`src/rtl/instruction_fetch_unit_pkg.sv`:
```
// Shared types and constants for the instruction fetch unit.
// Optional feature macro: FETCH_MISALIGN_TRAP_EN adds the TRAP state.
package instruction_fetch_unit_pkg;

    localparam logic [31:0] NOP     = 32'h0000_0013;
    localparam logic [31:0] PC_STEP = 32'd4;

    typedef enum logic [1:0] {
        ST_FETCH = 2'b00,
        ST_HOLD  = 2'b01,
        ST_DRAIN = 2'b10
`ifdef FETCH_MISALIGN_TRAP_EN
        ,
        ST_TRAP  = 2'b11
`endif
    } fetch_state_e;

    function automatic logic [31:0] align_pc(input logic [31:0] addr);
        return {addr[31:2], 2'b00};
    endfunction

endpackage

```
`src/rtl/instruction_fetch_unit_fetch_pc_reg.sv`:
```
// Fetch address register: synchronous clear to RESET_PC, load wins over increment.
module fetch_pc_reg
    import instruction_fetch_unit_pkg::*;
#(
    parameter logic [31:0] RESET_PC = 32'h0000_0000
) (
    input  logic        Clk,
    input  logic        Clear,
    input  logic        load_i,
    input  logic [31:0] load_pc_i,
    input  logic        incr_i,
    output logic [31:0] pc_o
);

    logic [31:0] pc_q;
    logic [31:0] pc_d;

    // NOTE: every variable assigned in always_comb gets a default first so no latch is inferred.
    always_comb begin
        pc_d = pc_q;
        if (load_i) begin
            pc_d = load_pc_i;
        end else if (incr_i) begin
            pc_d = pc_q + PC_STEP;
        end
    end

    // NOTE: sequential state uses non-blocking assignments so all flops update together at the edge.
    always_ff @(posedge Clk) begin
        if (Clear) begin
            pc_q <= RESET_PC;
        end else begin
            pc_q <= pc_d;
        end
    end

    assign pc_o = pc_q;

endmodule

```
`src/rtl/instruction_fetch_unit.sv`:
```
// Instruction fetch unit: owns the PC, fetches over req/ack, hands words to decode over valid/ready.
// Optional feature macro: FETCH_MISALIGN_TRAP_EN (sticky misaligned-target trap).
module instruction_fetch_unit
    import instruction_fetch_unit_pkg::*;
#(
    parameter logic [31:0] RESET_PC = 32'h0000_0000
) (
    input  logic        Clk,
    input  logic        Clear,
    output logic        imem_req,
    output logic [31:0] imem_addr,
    input  logic        imem_ack,
    input  logic [31:0] imem_rdata,
    output logic        instr_valid,
    input  logic        instr_ready,
    output logic [31:0] instruction,
    output logic [31:0] pc,
    input  logic        redirect,
    input  logic [31:0] redirect_pc,
    output logic        fetch_misaligned
);

    fetch_state_e state_q, state_d;
    logic [31:0]  pending_q, pending_d;
    logic [31:0]  instr_q;
    logic [31:0]  pc_q;
    logic [31:0]  fetch_pc;
    logic [31:0]  target;
    logic [31:0]  load_pc;
    logic         load;
    logic         incr;
    logic         capture;
    logic         redir_bad;
    logic         misaligned_q;

    assign target = align_pc(redirect_pc);

`ifdef FETCH_MISALIGN_TRAP_EN
    assign redir_bad = redirect && (redirect_pc[1:0] != 2'b00) && (state_q != ST_TRAP);

    always_ff @(posedge Clk) begin
        if (Clear) begin
            misaligned_q <= 1'b0;
        end else if (redir_bad) begin
            misaligned_q <= 1'b1;
        end
    end
`else
    assign redir_bad    = 1'b0;
    assign misaligned_q = 1'b0;
`endif

    fetch_pc_reg #(
        .RESET_PC (RESET_PC)
    ) u_fetch_pc_reg (
        .Clk       (Clk),
        .Clear     (Clear),
        .load_i    (load),
        .load_pc_i (load_pc),
        .incr_i    (incr),
        .pc_o      (fetch_pc)
    );

    always_ff @(posedge Clk) begin
        if (Clear) begin
            state_q   <= ST_FETCH;
            pending_q <= RESET_PC;
            instr_q   <= 32'h0000_0000;
            pc_q      <= RESET_PC;
        end else begin
            state_q   <= state_d;
            pending_q <= pending_d;
            if (capture) begin
                instr_q <= imem_rdata;
                pc_q    <= fetch_pc;
            end
        end
    end

    // Redirect outranks ack and ready; an in-flight request must finish before the new target is used.
    always_comb begin
        state_d   = state_q;
        pending_d = pending_q;
        load      = 1'b0;
        load_pc   = target;
        incr      = 1'b0;
        capture   = 1'b0;
        case (state_q)
            ST_FETCH: begin
                if (redirect) begin
                    if (imem_ack) begin
                        load    = 1'b1;
                        state_d = ST_FETCH;
                    end else begin
                        pending_d = target;
                        state_d   = ST_DRAIN;
                    end
                end else if (imem_ack) begin
                    capture = 1'b1;
                    state_d = ST_HOLD;
                end
            end
            ST_HOLD: begin
                if (redirect) begin
                    load    = 1'b1;
                    state_d = ST_FETCH;
                end else if (instr_ready) begin
                    incr    = 1'b1;
                    state_d = ST_FETCH;
                end
            end
            ST_DRAIN: begin
                if (redirect) begin
                    pending_d = target;
                end
                if (imem_ack) begin
                    load    = 1'b1;
                    load_pc = redirect ? target : pending_q;
                    state_d = ST_FETCH;
                end
            end
            default: begin
                state_d = state_q;
            end
        endcase
`ifdef FETCH_MISALIGN_TRAP_EN
        // A bad target ends in TRAP as soon as no request is outstanding.
        if ((redir_bad || misaligned_q) && (state_d == ST_FETCH)) begin
            state_d = ST_TRAP;
        end
`endif
    end

    always_comb begin
        imem_req         = !Clear && ((state_q == ST_FETCH) || (state_q == ST_DRAIN));
        imem_addr        = fetch_pc;
        instr_valid      = (state_q == ST_HOLD);
        instruction      = instr_q;
        pc               = pc_q;
        fetch_misaligned = misaligned_q;
    end

endmodule

```
`config.mk`:
```
export PLATFORM = sky130hd
export DESIGN_NAME = instruction_fetch_unit
export DESIGN_NICKNAME = d
export VERILOG_FILES = /design/src/rtl/instruction_fetch_unit_pkg.sv /design/src/rtl/instruction_fetch_unit_fetch_pc_reg.sv /design/src/rtl/instruction_fetch_unit.sv
export SDC_FILE = /design/constraint.sdc
export NUM_CORES = 1
export LEC_CHECK = 0
export CORE_MARGIN = 4
export CORE_UTILIZATION = 45
export CTS_CLUSTER_DIAMETER = 120
export DETAILED_ROUTE_END_ITERATION = 8
export HOLD_SLACK_MARGIN = 0.08
export PLACE_DENSITY = 0.83
export SLEW_MARGIN = 20
export SYNTH_ARGS = -nofsm -noshare
export SYNTH_HDL_FRONTEND = slang
export SYNTH_SLANG_ARGS = --single-unit
```
`constraint.sdc`:
```
create_clock -name Clk -period 2.4 [get_ports Clk]
set_clock_uncertainty 0.15 [all_clocks]
set_input_delay 0.36 -clock Clk [delete_from_list [all_inputs] [get_ports Clk]]
set_output_delay 0.36 -clock Clk [all_outputs]
set_load 0.005 [all_outputs]
```
==> qor.csv <==
metric,value,unit
status,completed,
worstPathRequired,1.89,ns
dpl_cell_area,7447,sq um
r2r_slack,0.17,ns
netlist_top_cells_area,"dfxtp_1, nand2_1, a21oi_1",
vias_per_cell,5.301,
ys.flop_type,dfxtp_1,
slew_headroom,59.30,%
firstDrtPassIters,5,
endpoint,imem_req,
core_area,12010,sq um
grt_start_max_net_pins,132,
syn_area_per_cell,7.724,sq um
p_sw_share,25.47,%
register_area,2603,sq um
grt_usage,22.21,%
hold_violations,0,
drv_cap,0,
drtIter0Drc,420,
max_freq,0.4385,GHz
path_depth,5,
rr_endpoint,u_fetch_pc_reg.pc_o[19],
yosys.area.top_type_share,47.12,%
synthArstFlopShare,0,%
io_buffers,164,
syn-num-nets,789,
start_util,45.98,%
syn2layout_area_growth,45.13,%
fin_crit,2.280,ns
crit_family,buffers and inverters,
worst_setup_path_start_kind,register,
ir_drop,0.0004097,V
synth-seq-area-share,47.12,%
worst-path-buf-inv,2,
p_int,4.346,mW
drv_slew,0,
cts_sinks,130,
io_pins,168,
num_rows,40,
vias,5476,
p_switching,1.485,mW
slowest_stage,clkdlybuf4s50_1,
nets,947,
grt_pass1_vias,5022,
cts_tree,built,
die_x,118.8,microns
rsz0062_at_grt,no,
cts-root-buf,clkbuf_16,
postSynthCellCount,715,
clock_path_buffers,2,
stdcell_area,8015,sq um
finalNonFillerCells,1033,
antenna_left,0,
dp_hpwl,10840,microns
worst_pin_slew,0.6106,ns
crit_arrival,1.77,ns
path_max_fanout,6,
dieHeight,118.8,microns
synth_common_cells,"nand2_1, dfxtp_1, a21oi_1",
startpoint,state_q[0],
reg2regPathDepth,9,
dp.cells,1001,
period_share,95.02,%
dieArea,14110,sq um
cpPeakStageDelay,0.51,ns
ys_seq_elements,130,
synth_edf_count,0,
ctsResizeCount,0,
gr-total-overflow,0,
p_seq_share,41.5,%
wl_per_cell,15.62,microns
holdBufCountCts,0,
layout-drive-gt1-share,9.819,%
combPwrFrac,16.3,%
fin_total_pwr,5.831,mW
gp_congestion,0.8849,
fill_cells,972,
antenna_found_initial,0,
cts_setup_buffers,0,
synth_area,5523,sq um
tns,0,ns
htree_num_levels,4,
synth.most_common_cell,nand2_1,
antenna_cells,0,
multi_input_area,2701,sq um
worstReg2RegStart,state_q[1],
worstHoldPathType,reg -> reg,
drc,0,
crit_chain,inv_1 -> ha_2 -> nor2_1 -> nor2_1 -> clkdlybuf4s50_1,
clock_latency,0.41,ns
critPathCaptureType,output pin,
grt_pass1_wl,25260,microns
yosysTopAreaCell,dfxtp_1,
yosysWarnings,0,
power.density,727.4,nW/um^2
clk_pin_slew,0.05,ns
path_class,reg -> out,
drt_wl_total,16140,microns
setup_violations,0,
cpMostUsedCell,nor2_1,
synth_cell_types,42,
p_leak,2.951,nW
numCtsBuffers,17,
p_clk_share,42.1,%
==> cells by family (layout without fill, tap and decap cells) <==
logic type | after synthesis | in the layout | synth area share (%)
XOR/XNOR | 29 | 29 | 4.599
flip-flops | 130 | 130 | 47.12
AO/OA/AOI/OAI | 151 | 151 | 15.97
multiplexers | 2 | 2 | 0.3625
adder cells (fa/ha/maj) | 5 | 5 | 1.133
other | 1 | 1 | 0.06790
AND/OR/NAND/NOR | 338 | 338 | 26.55
buffers and inverters | 59 | 230 | 4.191
==> stage by stage <==
stage	utilization (%)	setup slack (ns)	hold slack, ns
floorplan	-	0.3132	0.2866
global placement	62.00	0.06221	0.2908
detailed placement	62.00	0.01911	0.2959
CTS	66.69	0.05507	0.3031
global route	66.73	0.03166	0.3164
finish	66.73	0.1196	0.3006
==> cells in the final DEF, fill, tap and decap left out, drive strengths merged, types with 8 or more instances in the layout <==
master and instances:
clkdlybuf4s50 163, inv 8, xnor2 12, xor2 17, a31o 17, buf 27, nand3 11, nand4 11
nand2 263, a21oi 114, nor2 18, dfxtp 130, a311oi 11, clkbuf 21
==> metal layers <==
metal | up-vias | global-route usage (%) | wire length, microns
met5 | - | 0 | 0
met4 | 0 | 10.50 | 615
met3 | 47 | 5.981 | 1019
met2 | 210 | 36.16 | 7614
met1 | 2507 | 27.27 | 6890
li1 | 2712 | - | -
==> layout make-up <==
class                      instances  area share [%]
multi-input combinational        526           33.70
sequential                       130           32.47
timing repair buffer             190           24.13
clock buffer                      21           5.620
tap                              147           2.295
clock inverter                    11           1.405
inverter                           8          0.3746
==> worst min-delay path: cells and delay by family (launching register included) <==
family | cells | cell delay, ns
DFF | 1 | 0.30
AOI/OAI and AO/OA | 1 | 0.05
and+or+nand+nor | 1 | 0.05
==> sequential cells by signal, indices dropped and copies added, names as in the netlist <==
name	cells
instruction	32
pc	32
pending_q	32
state_q	2
u_fetch_pc_reg.pc_o	32
==> worst min path at each step <==
| stage | startpoint | to | slack [ns] | depth (start not counted) |
|---|---|---|---|---|
| floorplan | pending_q[10] | pending_q[10] | 0.29 | 2 |
| global placement | pc[30] | pc[30] | 0.29 | 2 |
| detailed placement | pc[18] | pc[18] | 0.30 | 2 |
| CTS | instruction[20] | instruction[20] | 0.30 | 2 |
| global route | instruction[31] | instruction[31] | 0.32 | 2 |
| finish | pc[11] | pc[11] | 0.30 | 2 |
==> power by group through the flow <==
| stage | registers (mW) | logic (mW) | clock network (mW) |
|---|---|---|---|
| floorplan | 2.47 | 0.399 | 0 |
| global placement | 2.46 | 0.933 | 0 |
| detailed placement | 2.46 | 0.943 | 0 |
| CTS | 2.42 | 0.953 | 2.50 |
| global route | 2.44 | 1.03 | 2.58 |
| finish | 2.42 | 0.953 | 2.46 |
No activity file was read; power rests on OpenSTA's default activity.
